File: config.mk
export PLATFORM = sky130hd
export DESIGN_NAME = riscv_lsu
export DESIGN_NICKNAME = d
export VERILOG_FILES = /design/src/rtl/riscv_mem_pkg.sv /design/src/rtl/lsu_lane_align.sv /design/src/rtl/riscv_lsu.sv
export SDC_FILE = /design/constraint.sdc
export NUM_CORES = 1
export LEC_CHECK = 0
export CORE_ASPECT_RATIO = 0.75
export CORE_MARGIN = 2
export CORE_UTILIZATION = 48
export CTS_BUF_LIST = sky130_fd_sc_hd__clkbuf_8
export DETAILED_ROUTE_END_ITERATION = 10
export GPL_TIMING_DRIVEN = 0
export PLACE_DENSITY = 0.83
export SLEW_MARGIN = 20
export SYNTH_ARGS = -nofsm -noshare
export SYNTH_HDL_FRONTEND = slang
export SYNTH_SLANG_ARGS = --single-unit
File: constraint.sdc
create_clock -name clk -period 2 [get_ports clk]
set_input_delay 0.3 -clock clk [delete_from_list [all_inputs] [get_ports clk]]
set_output_delay 0.3 -clock clk [all_outputs]
set_load 0.005 [all_outputs]
File: src/rtl/riscv_mem_pkg.sv
// riscv_mem_pkg: size encodings, LSU state encoding and alignment check shared by the load/store unit
package riscv_mem_pkg;
    localparam logic [1:0] SIZE_B = 2'd0;
    localparam logic [1:0] SIZE_H = 2'd1;
    localparam logic [1:0] SIZE_W = 2'd2;

    typedef enum logic [1:0] {ST_IDLE, ST_READ, ST_WRITE, ST_RESP} lsu_state_e;

    // size 3 is folded in so one call flags every request that must not reach RAM
    function automatic logic misaligned(input logic [1:0] size, input logic [1:0] addr);
        return (size == SIZE_H) ? addr[0] : (size == SIZE_W) ? |addr : (size != SIZE_B);
    endfunction
endpackage

File: src/rtl/lsu_lane_align.sv
// lsu_lane_align: little-endian load extract/extend and sub-word store merge on one RAM word
module lsu_lane_align
    import riscv_mem_pkg::*;
(
    input  logic [1:0]  size,
    input  logic [1:0]  addr,
    input  logic        is_unsigned,
    input  logic [31:0] word,
    input  logic [31:0] wdata,
    output logic [31:0] rdata,
    output logic [31:0] merged
);
    logic [4:0]  shift;
    logic [31:0] shifted;
    logic [31:0] mask;
    always_comb begin
        shift   = (size == SIZE_H) ? {addr[1], 4'b0000} : {addr, 3'b000};
        shifted = word >> shift;
        mask    = (size == SIZE_H) ? 32'h0000_FFFF : (size == SIZE_B) ? 32'h0000_00FF : 32'hFFFF_FFFF;
        rdata   = (size == SIZE_H) ? {{16{~is_unsigned & shifted[15]}}, shifted[15:0]} :
                  (size == SIZE_B) ? {{24{~is_unsigned & shifted[7]}}, shifted[7:0]} : shifted;
        merged  = (word & ~(mask << shift)) | ((wdata & mask) << shift);
    end
endmodule

File: src/rtl/riscv_lsu.sv
// riscv_lsu: load/store unit driving a word-wide RAM port; `define LSU_STATS_EN adds load/store/error counters
module riscv_lsu
    import riscv_mem_pkg::*;
#(
    parameter int RAM_READ_LATENCY = 1
) (
    input  logic        clk,
    input  logic        reset,
    input  logic        req_valid,
    output logic        req_ready,
    input  logic        req_write,
    input  logic [1:0]  req_size,
    input  logic        req_unsigned,
    input  logic [31:0] req_addr,
    input  logic [31:0] req_wdata,
    output logic        resp_valid,
    output logic        resp_err,
    output logic [31:0] resp_rdata,
    output logic [31:0] ram_adress,
    output logic [31:0] ram_data_in,
    output logic        ram_enable_write,
    input  logic [31:0] ram_data_out
`ifdef LSU_STATS_EN
    ,
    output logic [31:0] stat_loads,
    output logic [31:0] stat_stores,
    output logic [31:0] stat_errs
`endif
);
    lsu_state_e  state_q, state_d;
    logic [2:0]  cnt_q, cnt_d;
    logic        write_q, write_d, uns_q, uns_d, err_q, err_d;
    logic [1:0]  size_q, size_d, addr_q, addr_d;
    logic [31:0] wdata_q, wdata_d;
    logic        req_ready_q, req_ready_d, resp_valid_q, resp_valid_d, resp_err_q, resp_err_d;
    logic [31:0] resp_rdata_q, resp_rdata_d, ram_adress_q, ram_adress_d, ram_data_in_q, ram_data_in_d;
    logic        ram_we_q, ram_we_d;
    logic [31:0] rdata, merged;

    lsu_lane_align u_align (
        .size        (size_q),
        .addr        (addr_q),
        .is_unsigned (uns_q),
        .word        (ram_data_out),
        .wdata       (wdata_q),
        .rdata       (rdata),
        .merged      (merged)
    );

    always_comb begin
        state_d       = state_q;
        cnt_d         = cnt_q;
        write_d       = write_q;
        size_d        = size_q;
        uns_d         = uns_q;
        addr_d        = addr_q;
        wdata_d       = wdata_q;
        err_d         = err_q;
        req_ready_d   = req_ready_q;
        resp_valid_d  = 1'b0;
        resp_err_d    = 1'b0;
        resp_rdata_d  = '0;
        ram_adress_d  = ram_adress_q;
        ram_data_in_d = ram_data_in_q;
        ram_we_d      = 1'b0;
        case (state_q)
            ST_IDLE: if (req_valid && req_ready_q) begin
                write_d     = req_write;
                size_d      = req_size;
                uns_d       = req_unsigned;
                addr_d      = req_addr[1:0];
                wdata_d     = req_wdata;
                err_d       = misaligned(req_size, req_addr[1:0]);
                req_ready_d = 1'b0;
                cnt_d       = 3'(RAM_READ_LATENCY);
                if (err_d) begin
                    state_d = ST_RESP;
                end else begin
                    ram_adress_d  = {req_addr[31:2], 2'b00};
                    ram_we_d      = req_write && req_size == SIZE_W;
                    ram_data_in_d = ram_we_d ? req_wdata : ram_data_in_q;
                    state_d       = ram_we_d ? ST_WRITE : ST_READ;
                end
            end
            ST_READ: if (cnt_q != 3'd0) begin
                cnt_d = cnt_q - 3'd1;
            end else begin
                state_d       = write_q ? ST_WRITE : ST_RESP;
                ram_we_d      = write_q;
                ram_data_in_d = write_q ? merged : ram_data_in_q;
                resp_valid_d  = !write_q;
                resp_rdata_d  = write_q ? '0 : rdata;
            end
            ST_WRITE: begin
                state_d      = ST_RESP;
                resp_valid_d = 1'b1;
            end
            // non-error paths enter with the pulse already raised; errors spend one quiet cycle here first
            ST_RESP: begin
                state_d      = resp_valid_q ? ST_IDLE : ST_RESP;
                req_ready_d  = resp_valid_q;
                resp_valid_d = !resp_valid_q;
                resp_err_d   = !resp_valid_q;
            end
            default: state_d = ST_IDLE;
        endcase
    end

`ifdef LSU_STATS_EN
    logic [31:0] stat_loads_q, stat_stores_q, stat_errs_q;
    always_ff @(posedge clk) begin
        if (reset) begin
            stat_loads_q  <= '0;
            stat_stores_q <= '0;
            stat_errs_q   <= '0;
        end else if (resp_valid_q) begin
            stat_errs_q   <= stat_errs_q + 32'(err_q);
            stat_stores_q <= stat_stores_q + 32'(!err_q && write_q);
            stat_loads_q  <= stat_loads_q + 32'(!err_q && !write_q);
        end
    end
    assign stat_loads  = stat_loads_q;
    assign stat_stores = stat_stores_q;
    assign stat_errs   = stat_errs_q;
`endif

    always_ff @(posedge clk) begin
        if (reset) begin
            state_q       <= ST_IDLE;
            cnt_q         <= '0;
            write_q       <= 1'b0;
            size_q        <= SIZE_B;
            uns_q         <= 1'b0;
            addr_q        <= '0;
            wdata_q       <= '0;
            err_q         <= 1'b0;
            req_ready_q   <= 1'b1;
            resp_valid_q  <= 1'b0;
            resp_err_q    <= 1'b0;
            resp_rdata_q  <= '0;
            ram_adress_q  <= '0;
            ram_data_in_q <= '0;
            ram_we_q      <= 1'b0;
        end else begin
            state_q       <= state_d;
            cnt_q         <= cnt_d;
            write_q       <= write_d;
            size_q        <= size_d;
            uns_q         <= uns_d;
            addr_q        <= addr_d;
            wdata_q       <= wdata_d;
            err_q         <= err_d;
            req_ready_q   <= req_ready_d;
            resp_valid_q  <= resp_valid_d;
            resp_err_q    <= resp_err_d;
            resp_rdata_q  <= resp_rdata_d;
            ram_adress_q  <= ram_adress_d;
            ram_data_in_q <= ram_data_in_d;
            ram_we_q      <= ram_we_d;
        end
    end

    assign req_ready        = req_ready_q;
    assign resp_valid       = resp_valid_q;
    assign resp_err         = resp_err_q;
    assign resp_rdata       = resp_rdata_q;
    assign ram_adress       = ram_adress_q;
    assign ram_data_in      = ram_data_in_q;
    assign ram_enable_write = ram_we_q;
endmodule

; Word level (Yosys, flattened, before mapping)
; Cells that the tools add are included.
[word_totals]
register_bits = 141
inputBits = 103
output_inout_bits = 100
wordCells = 90
[op_classes]
n_addsub = 1
n_eq_ne = 12
shifts = 3
mux = 31
bitwise_logic = 10
reduce_logical = 19
[ops]
columns = op, count
row1 = two-way mux 32 bit, 9
row2 = AND 32 bit, 2
row3 = case mux 32 bit (2 select lines), 1
row4 = left shift 32 x 5 -> 32 bit, 2
row5 = NOT 32 bit, 1
row6 = OR 32 bit, 1
row7 = right shift 32 x 5 -> 32 bit, 1
row8 = inequality test 2 bit (second input constant), 6
row9 = two-way mux 2 bit, 5
row10 = two-way mux 1 bit, 8
row11 = case mux 2 bit (4 select lines), 1
row12 = == test 2 x 1 -> 1 bit (second input constant), 3
row13 = == test 2 bit (second input constant), 3
row14 = two-way mux 3 bit, 2
row15 = case mux 3 bit (2 select lines), 1
row16 = AND reduction 2 bit, 3
row17 = AND reduction 3 bit, 2
row18 = AND reduction 6 bit, 1
row19 = nonzero test 2 bit, 3
row20 = logical NOT 2 bit, 2
row21 = two-way mux 4 bit, 1
row22 = NOT 1 bit, 4
row23 = case mux 1 bit (2 select lines), 2
row24 = OR reduction 2 bit, 2
row25 = other kinds (7), 10

; Logic depth before layout (Yosys ltp)
; Gate-level depths: netlist of run 1.
[depth]
word_depth = 10
mapped_depth = 9
mapped_depth_nobuf = 7

; Hierarchy
; From an unflattened synthesis of run 1, not the netlist that was laid out.
[hier_totals]
hier_cells = 806
area_unflattened_um2 = 6904.1
[by_module_without_submodules]
columns = mod, instances, cells_each, area_each_um2, seq_area_each_um2
row1 = riscv_lsu, 1, 569, 5328.9, 2822.7
row2 = lsu_lane_align, 1, 237, 1575.3, 0.0

; Least setup slack after synthesis of run 1
; OpenSTA, ideal clock, no wires.
[synth_timing]
path_kind = flip-flop to flip-flop
from = register cnt_q[0]
to = register ram_data_in_q[11], in the netlist ram_data_in[11]
setup_ps = 117
t_arrival_ps = 1672
required_time_ps = 1883
path_slack_ps = 211
path_stages_with_launch = 9
path_buffers = 2
period_less_slack_ps = 1789
cell_sequence = dfxtp_1 > inv_1 > ha_1 > nor2b_1 > nand3_1 > and3b_1 > clkbuf_1 > clkbuf_1 > a22o_1
[synth_between]
elab_chain_len = 3
[synth_rtl]
columns = element, line
row1 = "start, declared", riscv_lsu.sv:31  ; logic [2:0] cnt_q, cnt_d;
row2 = "start signal, assigned", riscv_lsu.sv:146  ; cnt_q <= cnt_d;
row3 = nonzero test 3 bit, riscv_lsu.sv:85  ; ST_READ: if (cnt_q != 3'd0) begin
row4 = inequality test 2 bit (no line), n/a
row5 = AND reduction 6 bit (no line), n/a
row6 = "end signal, assigned", riscv_lsu.sv:158  ; ram_data_in_q <= ram_data_in_d;
row7 = "end, declared", riscv_lsu.sv:36  ; logic [31:0] resp_rdata_q, resp_rdata_d, ram_adress_q, ram_adress_d, ram_data_in_q, ram_data_in_d;
; No other way between the ends.
; A chain may end at the register's enable or synchronous reset.

; Final worst setup path of run 1
[layout_timing]
from = register size_q[1]
to = register ram_data_in_q[15], in the netlist ram_data_in[15]
[layout_between]
elab_chain_len = 10
word_cells_on_any_way = 14
cone_classes = eq/ne: 1 / shift: 2 / mux: 6 / bitwise: 4 / reduce/logical: 1
[layout_rtl]
columns = element, line
row1 = "start, declared", riscv_lsu.sv:33  ; logic [1:0] size_q, size_d, addr_q, addr_d;
row2 = "start signal, assigned", riscv_lsu.sv:148  ; size_q <= size_d;
row3 = logical NOT 2 bit, lsu_lane_align.sv:19  ; mask = (size == SIZE_H) ? 32'h0000_FFFF : (size == SIZE_B) ? 32'h0000_00FF : 32'hFFFF_FFFF;
row4 = two-way mux 32 bit (2 in series), lsu_lane_align.sv:19
row5 = left shift 32 x 5 -> 32 bit, lsu_lane_align.sv:22  ; merged = (word & ~(mask << shift)) | ((wdata & mask) << shift);
row6 = NOT 32 bit, lsu_lane_align.sv:22
row7 = AND 32 bit, lsu_lane_align.sv:22
row8 = OR 32 bit *, lsu_lane_align.sv:22
row9 = two-way mux 32 bit *, riscv_lsu.sv:90  ; ram_data_in_d = write_q ? merged : ram_data_in_q;
row10 = two-way mux 32 bit *, riscv_lsu.sv:85
row11 = case mux 32 bit (2 select lines) *, riscv_lsu.sv:66  ; case (state_q)
; Every way passes the cells marked *; elsewhere a longest branch is shown, timed or not. The select of a mux whose other input is x is not followed.

==> impl_metrics.yaml, run 1 <==
floorplanning:
  pin_count: 203
  die-area_um2: 13900
  die_h_um: 103
  start_util: 0.499
  rows: 35
  core_area_um2: 12500
  die-width_um: 135
synth:
  ys.flop_type: "dfxtp_1"
  synth_top_area_frac: 0.454
  yosysMostFrequentCell: "dfxtp_1"
  postSynthAreaPerCell_um2: 8.48
  synthTopCellsByArea: "dfxtp_1, mux2i_1, nand2_1"
  synth_xor_area_frac: 0
  ys_seq_elements: 141
  synth_compound_area_frac: 0.246
  yosys-top-cells-count: "dfxtp_1, nand2_1, a21oi_1, o21ai_0, nor2_1"
  muxShareOfSynthArea: 0.0941
  async_flop_share: 0
  synthDistinctLibCells: 47
  synth_fa_ha_area_frac: 0.00402
  yosys.area_share.simple: 0.154
  synth_edf_count: 0
  syn_area_um2: 6220
  yosysTopAreaCell: "dfxtp_1"
  synth_top_family_by_area: "compound AO/OA/AOI/OAI gates"
  ys_warn_count: 0
  netlist_instances: 734
  yosysSeqAreaShare: 0.454
critical_path:
  reg2reg_to: "ram_data_in[15]"
  r2r_slack_ns: 0.007
  arrival_ns: 2.34
  crit_chain: "nand2b_1 -> buf_6 -> and2_1 -> buf_6 -> a22o_1 -> a221o_1 -> a22o_1"
  required_ns: 2.35
  critical_path_class: "reg2reg"
  ff2ff_path_depth: 7
  cpPeakStageDelay_ns: 0.42
  cp_slowest_cell: "a221o_1"
  setup.worst_path.start: "size_q[1]"
  r2r_start: "size_q[1]"
  crit_path_start_kind: "register"
  endpoint_kind: "register"
  worstPathMaxFanout: 10
  endpoint: "ram_data_in[15]"
clock_tree:
  cts_hold_buffers: 0
  clkSinkCount: 141
  clockRootBuffer: "clkbuf_8"
  ctsLongestPathBuffers: 2
  clk_pin_slew_ns: 0.08
  cts_max_level: 4
  cts_tree: "yes"
  cts_buffers: 17
  worstSkewPairLatency_ns: 0.45
worst_hold_path:
  min_path_cells: 3
  hold_path_class: "in2reg"
  hold_path_startpoint: "req_unsigned"
timing:
  setup_tns_ns: 0
  rsz0062_at_grt: "true"
  fmax_ghz: 0.502
  finalHoldViolations: 0
  slew_violations: 0
  max_slew_margin: 0.572
  fin_ws_ns: 0.00739
  setup_viol_count_final: 0
  tightest_slew_ns: 0.642
  min_period_ns: 1.99
  timing.final.crit_share: 0.996
  finClkSkew_ns: 0.00843
global_route:
  grtUsageTotal: 0.309
  first_global_vias: 6006
  antenna_found_initial: 0
  grt_start_max_net_pins: 17
  grt-ovfl-total: 0
  grt_pass1_wl_mm: 32.8
pwr:
  p_per_area_nw_per_um2: 836
  vdd_drop_max_uv: 590
  leakagePower_uw: 0.00343
drt:
  drt_iter0_drc: 803
  drc: 0
  drt_pass1_iterations: 5
  wl_per_cell_um: 19.2
  num_vias: 6601
  postRouteAntennaNets: 0
  viasPerCell: 5.82
  routed_wl_mm: 21.8
outcome:
  status: "complete, no violations"
layout:
  area_growth_pct: 45.0
  drive_above_1_share: 0.100
  final_util: 0.723
  diodes: 0
  final_area_um2: 9020
  fillers: 993
  nets: 1060
flow_run:
  maxCapViolCount: 0
placement:
  gp_congestion: 0.951
  dpl.hpwl_mm: 16.8
  dp_slack_ns: -0.632
  dpl_cell_area_um2: 8430
  numPortBuffers: 199
-- metrics by stage --
step,power [uW],std cells,hold WS (ns)
after floorplan,4180,735,0.436
after global placement,5000,1100,0.437
after detailed placement,5030,1100,0.445
after CTS,7430,1131,0.418
after global routing,7840,1134,0.436
final,7540,1134,0.412
-- repair_timing --
item | 4_1_cts | 5_1_grt
gates resized for setup | 22 | 42
endpoints found under the setup margin | 52 | 82
buffers inserted | 0 | 3
pin swaps | 0 | 3
endpoints found under the hold margin | 0 | 0
-- critical path, delay by kind of cell, from the launching register on --
kind | cells | cell delay [ns]
compound gates | 3 | 0.87
buf+inv | 2 | 0.30
flops | 1 | 0.39
simple gates | 2 | 0.33
-- power breakdown --
part / leakage, uW / total, uW / switching [uW] / internal, uW
sequential: 0.00115 / 3170 / 152 / 3010
combinational: 0.00208 / 1960 / 1080 / 878
clock: 0.000205 / 2420 / 1150 / 1270
total: 0.00343 / 7540 / 2380 / 5160
-- cells by family after synthesis --
family	count (synthesis)
AND/OR/NAND/NOR	227
buffers and inverters	66
flip-flops	141
AO/OA/AOI/OAI	239
other	1
multiplexers	58
adder cells (fa/ha/maj)	2
-- metal layers --
metal  wire (um)  GRT usage  up-vias
met4         435     0.0913        0
met3        2470     0.0969       56
met5           0          0        -
li1            -          -     3048
met1        9540      0.437     3108
met2        9320      0.455      389
-- cells in the final DEF, fill, tap and decap left out, types with 5 or more instances in the layout --
| cell | netlist | final |
|---|---|---|
| a211oi_1 | 19 | 19 |
| a21oi_1 | 75 | 73 |
| a221o_1 | 7 | 7 |
| a221oi_2 | 0 | 5 |
| a22o_1 | 24 | 24 |
| a31oi_1 | 7 | 7 |
| and3_1 | 11 | 11 |
| buf_2 | 13 | 10 |
| buf_4 | 4 | 11 |
| buf_6 | 3 | 5 |
| clkbuf_1 | 38 | 25 |
| clkbuf_2 | 0 | 7 |
| clkbuf_8 | 0 | 19 |
| clkdlybuf4s50_1 | 0 | 199 |
| dfxtp_1 | 141 | 140 |
| mux2i_1 | 54 | 54 |
| nand2_1 | 131 | 131 |
| nand2b_1 | 5 | 5 |
| nor2_1 | 57 | 54 |
| nor3_1 | 5 | 5 |
| o21a_1 | 15 | 15 |
| o21ai_0 | 60 | 58 |
| o21ai_1 | 6 | 6 |
| o2bb2ai_1 | 8 | 8 |
-- layout make-up --
type / instances / area, um^2 / area share
Buffer: 61 / 339 / 0.0376
Inverter: 4 / 15.0 / 0.00166
Clock inverter: 14 / 168 / 0.0186
Clock buffer: 18 / 248 / 0.0275
Sequential cell: 141 / 2830 / 0.313
Timing Repair Buffer: 202 / 2010 / 0.223
Tap cell: 166 / 208 / 0.0230
Multi-Input combinational cell: 528 / 3200 / 0.355
-- flip-flops by register name (all words and copies together), names as in the netlist --
register and count:
wdata_q 32, uns_q 1, resp_valid 1, addr_q 2, ram_enable_write 1, size_q 2
ram_adress 30, resp_rdata 32, req_ready 1, write_q 1, state_q 2, ram_data_in 32
cnt_q 3, resp_err 1
-- how the worst min path moves through the flow --
| stage | slack [ns] | endpoint |
|---|---|---|
| after global placement | 0.44 | ram_data_in[10] |
| after floorplan | 0.44 | wdata_q[24] |
| after global routing | 0.44 | uns_q |
| after CTS | 0.42 | uns_q |
| after detailed placement | 0.44 | ram_data_in[24] |
| final | 0.41 | uns_q |
No activity file was read; power rests on OpenSTA's default activity.
==> inputs of run 2 (changes only) <==
- CORE_ASPECT_RATIO: 0.75 -> 1.2
- CORE_UTILIZATION: 48 -> 49
- CTS_CLUSTER_DIAMETER: unset -> 40
- PLACE_DENSITY: 0.83 -> 0.82
- SYNTH_HIERARCHICAL: unset -> 1
==> run 2 against run 1 <==
Against the previous run: synthesized cell count up 9.8%; non-clock buffer count up 10; worst hold slack worse by 0.033 ns; largest cell class unchanged; die area up 8.3%; clock skew up 0.0017 ns; power up 8.4%; register-to-register slack better by 0.07 ns; final cell count up 6.5%; wire length up 4.1%; cell area up 6.8%; clock power up 4%; sequential share of layout area down 2.0 points.
==> impl_metrics.yaml, run 2 <==
outcome:
  status: "complete, no violations"
pwr:
  power_switching_uw: 2620
  vdd_drop_max_uv: 499
  p_sw_frac: 0.321
  comb_power_share: 0.301
  pwr-share-clk: 0.308
  leakagePower_uw: 0.00353
  seqPwrFrac: 0.390
  internal-power_uw: 5550
  p_per_area_nw_per_um2: 849
global_route:
  first_global_vias: 6747
  grt_pass1_wl_mm: 35.5
  grt-ovfl-total: 0
  grtUsageTotal: 0.302
  antenna_found_initial: 0
  grt_start_max_net_pins: 17
synth:
  ys_seq_elements: 141
  syn_area_um2: 6900
  async_flop_share: 0
  synth_edf_count: 0
  ys.flop_type: "dfxtp_1"
  synthTopCellsByArea: "dfxtp_1, nand2_1, a21oi_1"
  synthDistinctLibCells: 52
  yosysSeqAreaShare: 0.409
  postSynthAreaPerCell_um2: 8.57
  yosysMostFrequentCell: "nand2_1"
  synth_top_area_frac: 0.409
  yosys-top-cells-count: "nand2_1, dfxtp_1, a21oi_1, mux2i_1, and2_1"
  yosysTopAreaCell: "dfxtp_1"
  ys_warn_count: 6
  netlist_instances: 806
timing:
  slew_violations: 0
  min_period_ns: 1.93
  finalHoldViolations: 0
  tightest_slew_ns: 0.892
  max_slew_margin: 0.405
  fmax_ghz: 0.519
  worst_hold_slack_ns: 0.379
  setup_viol_count_final: 0
  finClkSkew_ns: 0.0101
  timing.final.crit_share: 0.963
  rsz0062_at_grt: "true"
placement:
  dpl.hpwl_mm: 17.9
  gp_congestion: 0.938
  dpl_cell_area_um2: 9120
  place_inst: 1178
  numPortBuffers: 200
drt:
  viasPerCell: 5.73
  drc: 0
  postRouteAntennaNets: 0
  drt_pass1_iterations: 5
  drt_iter0_drc: 463
  routed_wl_mm: 22.7
  num_vias: 6916
  wl_per_cell_um: 18.8
clock_tree:
  ctsLongestPathBuffers: 2
  worstSkewPairLatency_ns: 0.47
  cts_max_level: 4
  clockRootBuffer: "clkbuf_8"
  cts_buffers: 17
  cts_setup_buffers: 0
  clk_pin_slew_ns: 0.08
  cts_tree: "yes"
  clkSinkCount: 141
layout:
  final_area_um2: 9630
  area_growth_pct: 39.5
  final_cell_mix: "clkdlybuf4s50_1, nand2_1, dfxtp_1"
  diodes: 0
  fillers: 1140
  final_util: 0.700
  final_common_cell: "clkdlybuf4s50_1"
  fin_cells: 1208
  nets: 1129
  drive_above_1_share: 0.141
critical_path:
  reg2reg_to: "ram_data_in[16]"
  r2r_slack_ns: 0.07
  required_ns: 2.39
  worstPathMaxFanout: 10
  ff2ff_path_depth: 8
  critical_path_class: "reg2reg"
  endpoint_kind: "register"
  arrival_ns: 2.31
  r2r_start: "size_q[1]"
  crit_path_start_kind: "register"
floorplanning:
  die_h_um: 134
  die-area_um2: 15100
  start_util: 0.502
  die-width_um: 112
  pin_count: 203
  rows: 47
  core_area_um2: 13800
worst_hold_path:
  hold_path_startpoint: "req_addr[7]"
  worstHoldEndpoint: "ram_adress[7]"
  min_path_cells: 3
  hold_path_class: "in2reg"
flow_run:
  maxCapViolCount: 0
[run 2: layer usage]
metal	global-route usage	up-vias	part of all wire
met4	0.152	0	0.045
met3	0.0967	67	0.084
met2	0.522	331	0.49
li1	-	3293	-
met5	0	-	0
met1	0.334	3225	0.38
[run 2: stage by stage]
step | worst slack [ns] | TNS, ns | power [uW]
6_report | 0.0731 | 0 | 8170
5_1_grt | -0.00845 | -0.00845 | 8540
4_1_cts | -0.0377 | -0.0377 | 8150
3_5_place_dp | -0.476 | -14.98 | 5640
3_3_place_gp | -0.389 | -12.69 | 5590
2_1_floorplan | 0.330 | 0 | 4670
[run 2: cell type report]
cell class              count  area [um^2]  share of cell area
clock buffers              19          262              0.0271
inverters                   3         11.3             0.00117
plain buffers              73          407              0.0422
clock inverters            13          174              0.0181
repair buffers            200         2000               0.208
well taps                 171          214              0.0222
flip-flops and latches    141         2830               0.293
multi-input cells         588         3740               0.388
[run 2: cells by family (layout without fill, tap and decap cells)]
kind of cell,Yosys count,in the layout,synth area share
compound gates,240,240,0.236
xor+xnor,1,1,0.00127
fa+ha+maj,2,2,0.00362
buf+inv,78,308,0.0580
flops,141,141,0.409
mux,68,68,0.100
other cells,1,2,0.000543
simple gates,275,275,0.191
[run 2: how the worst max path moves through the flow]
stage	from	to	slack, ns	depth (start not counted)
after CTS	size_q[0]	ram_data_in[15]	-0.04	7
after floorplan	size_q[1]	ram_data_in[5]	0.33	7
after global placement	reset	ram_adress[29]	-0.39	5
final	size_q[1]	ram_data_in[16]	0.07	8
after global routing	addr_q[1]	ram_data_in[23]	-0.008	7
after detailed placement	reset	ram_adress[23]	-0.48	5
[run 2: worst max-delay path: stages, from the launching register on]
cell and delay [ns]:
dfxtp_1 0.33, nand2b_1 0.17, buf_6 0.15, nand2_2 0.14
buf_2 0.25, a21oi_1 0.11, o21ai_0 0.31, mux2i_1 0.17
a211oi_2 0.22
[run 2: repair_timing]
item	4_1_cts	5_1_grt
hold buffers	0	0
resized for setup	8	28
endpoints found under the setup margin	26	56
[run 2: power groups by stage]
stage,sequential (uW),clock (uW),combinational [uW]
2_1_floorplan,3220,0,1450
3_3_place_gp,3240,0,2350
3_5_place_dp,3250,0,2390
4_1_cts,3190,2540,2420
5_1_grt,3210,2670,2650
6_report,3190,2520,2460
==> inputs of run 3 (changes only) <==
- GPL_ROUTABILITY_DRIVEN: unset -> 0
==> run 3 against run 2 <==
Against the previous run: clock power down 13%; via count fell by 0.65%; sequential share of layout area is 0.29 points higher; wire length down 2.0%; count of clock-buffer cells in the layout is 3 higher; critical path depth decreased by 1; largest power group unchanged; largest cell class unchanged; global-route usage shrank 0.66 points.
==> impl_metrics.yaml, run 3 (synthesis gave the netlist of run 2 again) <==
global_route:
  first_global_vias: 6685
  antenna_found_initial: 0
  grt-ovfl-total: 0
  grtUsageTotal: 0.296
  grt_pass1_wl_mm: 34.9
  grt_start_max_net_pins: 17
timing:
  fin_ws_ns: 0.0343
  timing.final.crit_share: 0.983
  setup_tns_ns: 0
  finClkSkew_ns: 0.00730
  slew_violations: 0
  max_slew_margin: 0.398
  finalHoldViolations: 0
  fmax_ghz: 0.509
  setup_viol_count_final: 0
  tightest_slew_ns: 0.903
  min_period_ns: 1.97
floorplanning:
  pin_count: 203
  start_util: 0.502
  die-area_um2: 15100
  die_h_um: 134
  die-width_um: 112
  rows: 47
  core_area_um2: 13800
drt:
  num_vias: 6871
  routed_wl_mm: 22.2
  drt_iter0_drc: 527
  drc: 0
  wl_per_cell_um: 18.4
  drt_pass1_iterations: 5
  viasPerCell: 5.70
  postRouteAntennaNets: 0
clock_tree:
  clockRootBuffer: "clkbuf_8"
  ctsLongestPathBuffers: 2
  worstSkewPairLatency_ns: 0.47
  cts_buffers: 17
  cts_tree: "yes"
  clkSinkCount: 141
  cts_hold_buffers: 0
  clk_pin_slew_ns: 0.08
  cts_max_level: 4
layout:
  nets: 1129
  final_common_cell: "clkdlybuf4s50_1"
  drive_above_1_share: 0.131
  diodes: 0
  final_cell_mix: "clkdlybuf4s50_1, nand2_1, dfxtp_1"
  final_area_um2: 9540
  area_growth_pct: 38.1
placement:
  dp_slack_ns: -0.473
  numPortBuffers: 200
  dpl.hpwl_mm: 17.3
  dpl_cell_area_um2: 9120
pwr:
  leakagePower_uw: 0.00349
  vdd_drop_max_uv: 476
  p_per_area_nw_per_um2: 821
critical_path:
  worstPathMaxFanout: 10
  required_ns: 2.39
  arrival_ns: 2.36
  critical_path_class: "reg2reg"
  endpoint_kind: "register"
  crit_path_start_kind: "register"
outcome:
  status: "complete, no violations"
flow_run:
  maxCapViolCount: 0
worst_hold_path:
  hold_path_class: "in2reg"
[run 3: worst paths after layout]
path / startpoint / endpoint / slack, ns / cells past startpoint
max: addr_q[0] / ram_data_in[17] / 0.03 / 7
min reg2reg: ram_adress[7] / ram_adress[7] / 0.46 / 2
max reg2reg: addr_q[0] / ram_data_in[17] / 0.03 / 7
min: req_addr[7] / ram_adress[7] / 0.37 / 3
[run 3: critical path: stages (launching register included)]
cell      delay, ns
dfxtp_1        0.42
buf_4          0.21
clkbuf_2       0.21
and3_1         0.21
a21oi_1        0.05
o21ai_0        0.38
mux2i_1        0.16
a211oi_2       0.23
[run 3: power by group]
part / internal [uW] / switching, uW / total, uW
logic: 1110 / 1340 / 2440
clock network: 1120 / 1080 / 2200
registers: 3030 / 157 / 3190
[run 3: what timing repair did]
item | in CTS | in global routing
buffers inserted | 0 | 0
setup endpoints to repair | 22 | 66
resized for setup | 3 | 26
[run 3: area by class of cell]
class	count	area [um^2]
Clock buffer	22	303
Timing Repair Buffer	200	2000
Multi-Input combinational cell	588	3700
Clock inverter	8	67.6
Fill cell	1182	4230
Inverter	3	11.3
Buffer	73	410
Sequential cell	141	2820
Tap cell	171	214
[run 3: metal layers]
layer  part of all wire  GRT usage  vias to the layer above
li1                   -          -                     3284
met2               0.49      0.499                      358
met1               0.38      0.339                     3168
met3              0.092     0.0863                       61
met5                  0          0                        -
met4              0.041      0.154                        0
[run 3: metrics by stage]
| step | hold WS, ns | total power [uW] | util | cells |
|---|---|---|---|---|
| floorplan | 0.433 | 4670 | - | 807 |
| global placement | 0.441 | 5570 | 0.663 | 1178 |
| detailed placement | 0.446 | 5620 | 0.663 | 1178 |
| CTS | 0.361 | 7780 | 0.690 | 1208 |
| global route | 0.377 | 8170 | 0.693 | 1206 |
| finish | 0.371 | 7830 | 0.693 | 1206 |
